## config.mk

```make
export PLATFORM = sky130hd
export DESIGN_NAME = dec_key_debouncer
export DESIGN_NICKNAME = d
export VERILOG_FILES = /design/src/rtl/dec_key_pkg.sv /design/src/rtl/dec_key_debouncer_sync_2ff.sv /design/src/rtl/dec_key_debouncer.sv
export SDC_FILE = /design/constraint.sdc
export NUM_CORES = 1
export LEC_CHECK = 0
export CAP_MARGIN = 20
export CORE_ASPECT_RATIO = 0.6
export CORE_MARGIN = 3
export CORE_UTILIZATION = 54
export CTS_CLUSTER_DIAMETER = 200
export DETAILED_ROUTE_END_ITERATION = 12
export PLACE_DENSITY = 0.86
export SYNTH_ARGS = -nofsm -noshare
export SYNTH_HDL_FRONTEND = slang
export SYNTH_SLANG_ARGS = --single-unit
```

## constraint.sdc

```tcl
create_clock -name clk -period 2.8 [get_ports clk]
set_input_delay 0.56 -clock clk [delete_from_list [all_inputs] [get_ports clk]]
set_output_delay 0.56 -clock clk [all_outputs]
set_load 0.01 [all_outputs]
```

## src/rtl/dec_key_pkg.sv

```systemverilog
// Shared definitions for the decimal key front end: key count, debouncer states
// and the one-hot qualifier used to reject multi-key presses.
package dec_key_pkg;

   localparam int NUM_KEYS = 10;

   typedef enum logic [1:0] {
      IDLE     = 2'd0,
      DEBOUNCE = 2'd1,
      PRESSED  = 2'd2,
      RELEASE  = 2'd3
   } key_state_t;

   // True when exactly one key line is set: non-zero and clearing the lowest set bit leaves nothing.
   function automatic logic is_onehot(input logic [NUM_KEYS-1:0] v);
      return (v != '0) && ((v & (v - NUM_KEYS'(1))) == '0);
   endfunction

endpackage

```

## src/rtl/dec_key_debouncer_sync_2ff.sv

```systemverilog
// Two-flop synchronizer for a bus of independent asynchronous lines.
// Each bit is synchronized on its own; the bus is not treated as a coherent word.
module sync_2ff #(
   parameter int WIDTH = 1
) (
   input  logic             clk,
   input  logic             rst_n,
   input  logic [WIDTH-1:0] d_async,
   output logic [WIDTH-1:0] d_sync
);

   logic [WIDTH-1:0] meta_reg;
   logic [WIDTH-1:0] sync_reg;

   for (genvar gi = 0; gi < WIDTH; gi++) begin : g_bit
      always_ff @(posedge clk or negedge rst_n) begin
         if (!rst_n) begin
            meta_reg[gi] <= 1'b0;
            sync_reg[gi] <= 1'b0;
         end else begin
            meta_reg[gi] <= d_async[gi];
            sync_reg[gi] <= meta_reg[gi];
         end
      end
   end

   assign d_sync = sync_reg;

endmodule

```

## src/rtl/dec_key_debouncer.sv

```systemverilog
// Decimal key front end: synchronizes and debounces ten key lines and presents a
// clean registered one-hot digit to the BCD encoder, rejecting multi-key presses.
module dec_key_debouncer
   import dec_key_pkg::*;
#(
   parameter int DEBOUNCE_CYCLES = 4
) (
   input  logic                clk,
   input  logic                rst_n,
   input  logic [NUM_KEYS-1:0] keys_raw,
   output logic [NUM_KEYS-1:0] dec_out,
   output logic                key_valid,
   output logic                key_held,
   output logic                multi_err
);

   localparam int CNT_W = (DEBOUNCE_CYCLES > 2) ? $clog2(DEBOUNCE_CYCLES) : 1;
   localparam logic [CNT_W-1:0] CNT_LAST = CNT_W'(DEBOUNCE_CYCLES - 1);

   logic [NUM_KEYS-1:0] keys_s;

   key_state_t          state_reg,     state_next;
   logic [CNT_W-1:0]    cnt_reg,       cnt_next;
   logic [NUM_KEYS-1:0] keys_q_reg,    keys_q_next;
   logic [NUM_KEYS-1:0] dec_out_reg,   dec_out_next;
   logic                key_valid_reg, key_valid_next;
   logic                multi_err_reg, multi_err_next;

   sync_2ff #(
      .WIDTH (NUM_KEYS)
   ) u_sync (
      .clk     (clk),
      .rst_n   (rst_n),
      .d_async (keys_raw),
      .d_sync  (keys_s)
   );

   always_ff @(posedge clk or negedge rst_n) begin
      if (!rst_n) begin
         state_reg     <= IDLE;
         cnt_reg       <= '0;
         keys_q_reg    <= '0;
         dec_out_reg   <= '0;
         key_valid_reg <= 1'b0;
         multi_err_reg <= 1'b0;
      end else begin
         state_reg     <= state_next;
         cnt_reg       <= cnt_next;
         keys_q_reg    <= keys_q_next;
         dec_out_reg   <= dec_out_next;
         key_valid_reg <= key_valid_next;
         multi_err_reg <= multi_err_next;
      end
   end

   always_comb begin
      state_next     = state_reg;
      cnt_next       = cnt_reg;
      keys_q_next    = keys_q_reg;
      dec_out_next   = dec_out_reg;
      key_valid_next = 1'b0;
      multi_err_next = 1'b0;

      unique case (state_reg)
         IDLE: begin
            if (keys_s != '0) begin
               keys_q_next = keys_s;
               cnt_next    = '0;
               state_next  = DEBOUNCE;
            end
         end

         // Bounce and pattern changes are checked before the terminal count so a
         // change on the last cycle restarts the window instead of being accepted.
         DEBOUNCE: begin
            if (keys_s == '0) begin
               state_next = IDLE;
            end else if (keys_s != keys_q_reg) begin
               keys_q_next = keys_s;
               cnt_next    = '0;
            end else if (cnt_reg == CNT_LAST) begin
               if (is_onehot(keys_q_reg)) begin
                  dec_out_next   = keys_q_reg;
                  key_valid_next = 1'b1;
                  state_next     = PRESSED;
               end else begin
                  multi_err_next = 1'b1;
                  cnt_next       = '0;
                  state_next     = RELEASE;
               end
            end else begin
               cnt_next = cnt_reg + CNT_W'(1);
            end
         end

         // Extra keys stacked on the held key are ignored until everything is released.
         PRESSED: begin
            if (keys_s == '0) begin
               dec_out_next = '0;
               cnt_next     = '0;
               state_next   = RELEASE;
            end
         end

         RELEASE: begin
            if (keys_s != '0) begin
               cnt_next = '0;
            end else if (cnt_reg == CNT_LAST) begin
               state_next = IDLE;
            end else begin
               cnt_next = cnt_reg + CNT_W'(1);
            end
         end

         default: begin
            state_next = IDLE;
         end
      endcase
   end

   assign dec_out   = dec_out_reg;
   assign key_valid = key_valid_reg;
   assign multi_err = multi_err_reg;
   assign key_held  = (state_reg == PRESSED);

endmodule

```

* Word level (Yosys, flattened, before mapping) *
Index checks and enable logic that the tools add are counted.
Widths: inputs -> output; s select.

cells by class
  add/sub/neg operators = 2
  reductions and logical operators = 12
  bitwise gates (word level) = 1
  eq/ne operators = 18
  mux-type cells = 38

operator list
  operator               number
  $mux 10                8
  $pmux 10 s2            2
  $mux 2                 15
  $logic_not 10->1       2
  $reduce_bool 10->1     2
  $ne 2x2->1 const B     8
  $pmux 2 s4             2
  $reduce_and 6->1       2
  $mux 1                 11
  $and 10x10->10         1
  $ne 10x10->1           1
  $sub 10x1->10 const B  1
  $ne 3x3->1 const B     3
  $eq 2x2->1 const B     3
  $reduce_and 5->1       1
  $ne 4x4->1 const B     1
  $reduce_and 4->1       1
  $reduce_bool 2->1      2
  $add 2x1->2 const B    1
  $eq 2x1->1 const B     1
  $logic_not 2->1        1
  $ne 2x1->1 const B     1
  $logic_and 1x1->1      1

word-level totals
  logic and storage cells = 97
  bits in registers = 46
  input bits = 12
  output and inout port bits = 13

* Longest topological paths before layout *
  word-level depth = 9
  depth in mapped cells = 8
  gate-level depth less buffers = 7

* Hierarchy *
Synthesis repeated with hierarchy kept, for this count alone.

unflattened totals
  cells, all modules = 153
  area, all modules = 1,875.5 um2

by module, submodules not included
  module             area an instance (um2)  seq. area each (um2)  instances  cells an instance
  dec_key_debouncer  1,375.1                 650.6                 1          133
  sync_2ff           500.5                   500.5                 1          20

* Worst setup path after synthesis *
Ideal clock, no wire load.

  kind = register -> register
  start = register keys_q_reg[0]
  end = register keys_q_reg[0]
  period minus slack after synthesis = 2.008 ns
  data arrival time = 1.883 ns
  setup time = 0.125 ns
  data required time = 2.675 ns
  path slack = 0.792 ns
  path buffers = 1
  stages on the path, launching flop included = 8
  cells stage by stage = dfrtp_1 -> and2b_1 -> a2111oi_4 -> nor3b_2 -> and2_1 -> a21boi_1 -> buf_6 -> mux2_4

between the ends
  longest elaborated chain between the ends = 3

ends and longest elaborated chain
  what                               RTL line                 text
  start: declaration                 dec_key_debouncer.sv:24  logic [NUM_KEYS-1:0] keys_q_reg, keys_q_next;
  start signal: assignment           dec_key_debouncer.sv:49  keys_q_reg <= keys_q_next;
  $ne 10x10->1                       dec_key_debouncer.sv:78  end else if (keys_s != keys_q_reg) begin
  $ne 2x2->1 (no source line)        -
  $reduce_and 4->1 (no source line)  -

Every way passes these cells.
A chain may end at the register's enable or synchronous reset.

* Worst setup path in the final report *
  start = register keys_q_reg[3]
  end = register cnt_reg[1]

between the ends
  longest elaborated chain between the ends = 6
  elaborated cells on any way between the ends = 11
  classes of those cells = add/sub: 1; eq/ne: 2; mux: 3; bitwise: 1; reduce/logical: 4

ends and longest elaborated chain
  what                               RTL line                 text
  $sub 10x1->10                      dec_key_pkg.sv:16        return (v != '0) && ((v & (v - NUM_KEYS'(1))) == '0);
  $and 10x10->10                     dec_key_pkg.sv:16
  $logic_not 10->1                   dec_key_pkg.sv:16
  $logic_and 1x1->1                  dec_key_pkg.sv:16
  $ne 4x4->1 (no source line)        -
  $reduce_and 5->1 (no source line)  -
  end signal: assignment             dec_key_debouncer.sv:48  cnt_reg <= cnt_next;
  end: declaration                   dec_key_debouncer.sv:23  logic [CNT_W-1:0] cnt_reg, cnt_next;

Several ways; a longest one is shown, not always the timed one. The select of a mux whose other input is x is not followed.

==> run_results.csv <==
group,metric,value,unit
sta,finalSetupViolations,0,
worst_setup_path,critPathRequiredTime,2980,ps
floorplanning,die_w,85.3,um
finish,layout-drive-gt1-share,0.142,
power_and_ir_drop,power_density,531,mW/mm2
grt,grt_max_degree,47,
finish,layout_commonest_cell,"dfrtp_1",
finish,syn2layout_area_growth,18.7,%
drt,num_vias,1409,
finish,mostFrequentLayoutCells,"dfrtp_1, nand2_1, clkdlybuf4s50_1",
power_and_ir_drop,p_leak,0.00101,uW
worst_setup_path,worstPathMaxFanout,13,
placed_design,port_buffers,24,
clock_tree,cts_hold_buf,0,
job,maxCapViolations,0,
clock_tree,clk_latency,290,ps
placed_design,gp_congestion,0.926,
grt,grt_pass1_vias,1394,
floorplanning,core_area,0.00342,mm2
placed_design,place_ws,425,ps
worst_setup_path,cp-end-kind,"flop",
synth,syn_nets,185,
clock_tree,cts-resized-gates,0,
drt,wl_per_cell,16.4,um
sta,finalHoldViolCount,0,
sta,finalSetupTns,0,ps
sta,grt_setup_unrepaired,"false",
synth,syn-cell-area,0.00204,mm2
clock_tree,cts_setup_buffers,0,
clock_tree,cts_sinks,46,
finish,final_nets,209,
sta,drv_slew,0,
worst_setup_path,critPathKind,"reg2reg",
synth,synth-seq-area-share,0.565,
worst_setup_path,arrival,2590,ps
drt,postRouteWirelength,3970,um
sta,fmax,0.415,GHz
power_and_ir_drop,peakVddDrop,0.413,mV
clock_tree,cts_max_path_buffers,2,
clock_tree,cts_tree,"built",
grt,gr-total-overflow,0,
drt,via_per_inst,5.82,
clock_tree,cts_max_level,2,
grt,grt_first_pass_wirelength,6750,um
status,run_status,"finished clean",
sta,post-route-min-period,2410,ps
drt,postRouteAntennaNets,0,
drt,drcViolationCount,0,
placed_design,dp_hpwl,2840,um
synth,synth-seq-cells,46,
min_path,min_path_type,"in2async",
floorplanning,die_h,53.6,um
clock_tree,cts-buffers-inserted,5,
drt,drt-pass1-iter-count,4,
clock_tree,path_clk_slew,90,ps
finish,fillers,214,
synth,ys_types,39,
finish,antenna_cells,0,
synth,synthCells,172,
synth,syn_area_per_cell,11.8,um2
worst_setup_path,startpoint_type,"flop",
sta,fin_crit_sh,0.861,
synth,yosysWarnings,0,
sta,slew_headroom,0.482,
sta,tightest_slew,771,ps
floorplanning,die_area,0.00457,mm2
floorplanning,start_util,0.595,
grt,antenna_found_initial,0,
clock_tree,root_buffer,"clkbuf_8",
sta,finalClockSkew,7.69,ps
floorplanning,ios,25,
drt,drt_iter0_drc,83,
floorplanning,fp-row-count,16,
grt,grt_usage,0.193,
sta,layout_setup_ws,390,ps
kinds of logic after synthesis:
kind of cell / count (synthesis) / synth area share
muxes: 11 / 0.0786
DFF: 46 / 0.565
and+or+nand+nor: 70 / 0.191
buffers and inverters: 13 / 0.0344
adders and majority gates: 2 / 0.0111
AOI/OAI and AO/OA: 24 / 0.0940
xor gates and xnor gates: 6 / 0.0258
metrics by stage:
step | power [uW] | util | hold WS, ps | instances | area [um2]
after floorplan | 763 | - | 264 | 172 | 2040
after detailed placement | 803 | 0.667 | 336 | 233 | 2280
after global placement | 798 | 0.667 | 334 | 233 | 2280
final | 1280 | 0.706 | 191 | 242 | 2420
after global routing | 1330 | 0.706 | 211 | 242 | 2420
after CTS | 1290 | 0.700 | 357 | 241 | 2400
cells in the mapped netlist, drive strengths merged:
| cell | number | area (um2) |
|---|---|---|
| dfrtp | 46 | 1150 |
| nand2 | 25 | 93.8 |
| o21ai | 13 | 68.8 |
| mux2 | 10 | 150 |
| buf | 7 | 47.5 |
| nor2 | 7 | 26.3 |
| nand3 | 6 | 30.0 |
| nor4 | 6 | 52.6 |
| xor2 | 6 | 52.6 |
| nor3 | 5 | 30.0 |
| nor4b | 4 | 35.0 |
| and2 | 3 | 18.8 |
| clkbuf | 3 | 11.3 |
| inv | 3 | 11.3 |
| nand2b | 3 | 18.8 |
| nor2b | 3 | 18.8 |
| a2111oi | 2 | 55.1 |
| a21oi | 2 | 10.0 |
| a31oi | 2 | 12.5 |
| nor3b | 2 | 20.0 |
| o41ai | 2 | 17.5 |
| a21boi | 1 | 7.51 |
| a32oi | 1 | 8.76 |
| and2b | 1 | 7.51 |
| and3 | 1 | 6.26 |
| and4 | 1 | 8.76 |
| ha | 1 | 12.5 |
| maj3 | 1 | 10.0 |
| mux2i | 1 | 10.0 |
| nand4 | 1 | 6.26 |
| nand4b | 1 | 8.76 |
| o2111a | 1 | 11.3 |
| or4 | 1 | 7.51 |
path summary, 6_finish.rpt:
check | start | to | slack (ps) | cells past startpoint
setup / recovery | keys_q_reg[3]$_DFFE_PN0P_ | cnt_reg[1]$_DFFE_PN0P_ | 390 | 6
hold / removal | rst_n | u_sync.d_sync[3]$_DFF_PN0_ | 190 | 1
setup reg to reg | keys_q_reg[3]$_DFFE_PN0P_ | cnt_reg[1]$_DFFE_PN0P_ | 390 | 6
hold reg to reg | u_sync.meta_reg[4]$_DFF_PN0_ | u_sync.d_sync[4]$_DFF_PN0_ | 350 | 0
max in group asynchronous | rst_n | keys_q_reg[4]$_DFFE_PN0P_ | 2120 | 2
min in group clk | u_sync.meta_reg[4]$_DFF_PN0_ | u_sync.d_sync[4]$_DFF_PN0_ | 350 | 0
layer usage:
metal	vias to the layer above	share of wire	track usage
met4	0	0.0053	0.0474
met1	711	0.46	0.265
li1	652	-	-
met2	42	0.47	0.308
met3	4	0.064	0.0550
met5	-	0	0
power breakdown:
group          switching [uW]  internal, uW
Combinational            36.6          42.1
Sequential               29.8           686
Clock                     221           267
cell type report:
class / instances / area [um2] / area share
clock buffer: 5 / 68.8 / 0.0285
clock inverter: 3 / 43.8 / 0.0181
inverter: 3 / 11.3 / 0.00466
multi-input combinational: 113 / 816 / 0.337
sequential: 46 / 1150 / 0.476
tap: 45 / 56.3 / 0.0233
timing repair buffer: 27 / 270 / 0.112
worst max-delay path: stages, from the launching register on:
cell       delay, ps
dfrtp_1          480
xor2_1           200
nor4_1           560
nand2_1          200
a2111oi_4        580
o21ai_0          190
o41ai_1           90
No activity file was read; power rests on OpenSTA's default activity.
==> RTL change, RTL diff (config.mk and constraints unchanged) <==
The 4 states of `key_state_t` get a Gray code encoding in 2 bits.
--- a/src/rtl/dec_key_pkg.sv
+++ b/src/rtl/dec_key_pkg.sv
@@ -6,8 +6,8 @@
 
    typedef enum logic [1:0] {
-      IDLE     = 2'd0,
-      DEBOUNCE = 2'd1,
-      PRESSED  = 2'd2,
-      RELEASE  = 2'd3
+      IDLE     = 2'b00,
+      DEBOUNCE = 2'b01,
+      PRESSED  = 2'b11,
+      RELEASE  = 2'b10
    } key_state_t;
 
Formal check against the unedited RTL: same outputs for any inputs over 10 cycles, from zero or initial values and one cycle with rst_n low; not proved beyond that.
==> RTL change against the unedited design <==
Design area shrank 0.26%. Sequential cell count is the same. Critical endpoint is now keys_q_reg[8]. Count of clock-buffer cells in the layout grew 1. Core utilization grew 0.23 points. Setup slack lost 0.052 ns. Die area shrank 1.6%. Area after synthesis shrank 1.8%. Routed wire length shrank 9.9%.
Power is not compared: it rests on default switching activity, and its combinational part moved more than twofold at a synthesized area within 25%.
==> RTL change: results (changes against the unedited design) <==
| Metric | Value |
|---|---|
| Run status | `finished clean` |
| DR WL/cell | `14.90 µm (-9.1%)` |
| Synth cell types | `31 (-21%)` |
| Seq cells post-synth | `46 (unchanged)` |
| Number of non-clock buffers | `26 (-3.7%)` |
| Register area share after synthesis | `57.54% (+1.0 points)` |
| Synth area leaders | `dfrtp_1, mux2_2, mux2i_1` |
| Worst slack, placed | `0.3999 ns (-0.02466 ns)` |
| Layout Cells excl Fill | `240 (-0.83%)` |
| Async set-reset flop share out of synthesis | `100.0% (unchanged)` |
| Area after DPL | `0.002281 mm² (-0.16%)` |
| Final Skew | `0.006474 ns (-0.001214 ns)` |
| Slowest-stage cell, CP | `nor4_1` |
| Largest net degree at the start of global routing | `47 (unchanged)` |
| Multi-input gate share of total cell area | `32.12% (-1.6 points)` |
| GPL Wtd Cong | `0.9289 (+0.30%)` |
| # fillers | `231 (+7.9%)` |
| Clk tree area frac | `4.567% (-0.092 points)` |
| Layout clock buffers | `6 (+1)` |
| Worst-Margin Slew | `0.6310 ns (-0.1399 ns)` |
| Seq area share | `47.74% (+0.12 points)` |
| Post-CTS Repair Setup Buffers | `0 (unchanged)` |
| Layout cell share with drive strength beyond 1 | `12.31% (-1.9 points)` |
| CTS H-tree lvls | `2 (unchanged)` |
| Placed instance count | `231 (-0.86%)` |
| First-pass GRT wire length | `6.099 mm (-9.6%)` |
| DR iter-0 viols | `162 (+95%)` |
| Count of non-CTS inverters in the layout | `15 (+12)` |
| Vias post-DR | `1297 (-7.9%)` |
| CTS resizes | `0 (unchanged)` |
| Synthesized netlist cell count | `163 (-5.2%)` |
| Worst R2R End | `keys_q_reg[8]` |
| Nets | `212 (+1.4%)` |
| Worst reg2reg path startpoint | `state_reg[1]` |
| Multi-input comb cells | `100 (-12%)` |
| Highest fanout seen on the critical path | `10 (-3)` |
| All-Layer GR Usage | `18.08% (-1.2 points)` |
| WHS | `0.06175 ns (-0.1296 ns)` |
| Area Growth Syn to Fin | `20.51%` |
| Post-synth top cells | `dfrtp_1, inv_1, nand2_1` |
| Placeable Area | `0.003403 mm² (-0.58%)` |
| Synthesized net count | `181 (-2.2%)` |
| Non-clock buffering overhead | `10.90% (-0.28 points)` |
| DP HPWL | `2.572 mm (-9.4%)` |
## RTL change: cell types whose count changed after synthesis, sizes merged, moves of 3 or more
cell,unedited run,this run
a21oi,2,5
and2,3,0
buf,7,2
clkbuf,3,0
ha,1,6
inv,3,15
mux2,10,14
mux2i,1,10
nand2,25,15
nand2b,3,0
nor4b,4,0
o21ai,13,4
xnor2,0,10
xor2,6,0
## RTL change: cell families (layout without fill, tap and decap cells)
group	count (synthesis)	after routing	synth area share, %
mux	24	24	12.88
buf+inv	17	49	3.752
flops	46	46	57.54
simple gates	42	42	11.26
compound gates	16	16	5.440
fa+ha+maj	8	8	4.753
xor+xnor	10	10	4.378
## RTL change: layer usage
metal  wire [µm]  global-route usage (%)  vias up
met5           0                       0        -
met4          60                   7.105        0
met3         253                   5.754        9
met2        1680                   30.13       45
met1        1581                   22.30      627
li1            -                       -      616
## RTL change: worst max-delay path: cells and delay by family (launching register included)
kind	cells	cell delay, ns
fa+ha+maj	1	0.27
flops	1	0.42
mux	1	0.39
buf+inv	2	0.20
simple gates	2	1.07
## RTL change: worst max-delay path by stage
| stage | to | from | cells past startpoint | slack (ns) |
|---|---|---|---|---|
| 5_1_grt | keys_q_reg[9] | state_reg[1] | 6 | 0.16 |
| 6_report | keys_q_reg[8] | state_reg[1] | 6 | 0.34 |
| 2_1_floorplan | cnt_reg[0] | keys_q_reg[0] | 6 | 0.79 |
| 4_1_cts | keys_q_reg[8] | state_reg[1] | 6 | 0.39 |
| 3_5_place_dp | keys_q_reg[3] | state_reg[1] | 6 | 0.40 |
| 3_3_place_gp | keys_q_reg[3] | state_reg[1] | 6 | 0.61 |
## RTL change: power by group
part           internal [W]  switching, W
logic              0.000323      0.000301
registers          0.000768      0.000183
clock network      0.000266      0.000213
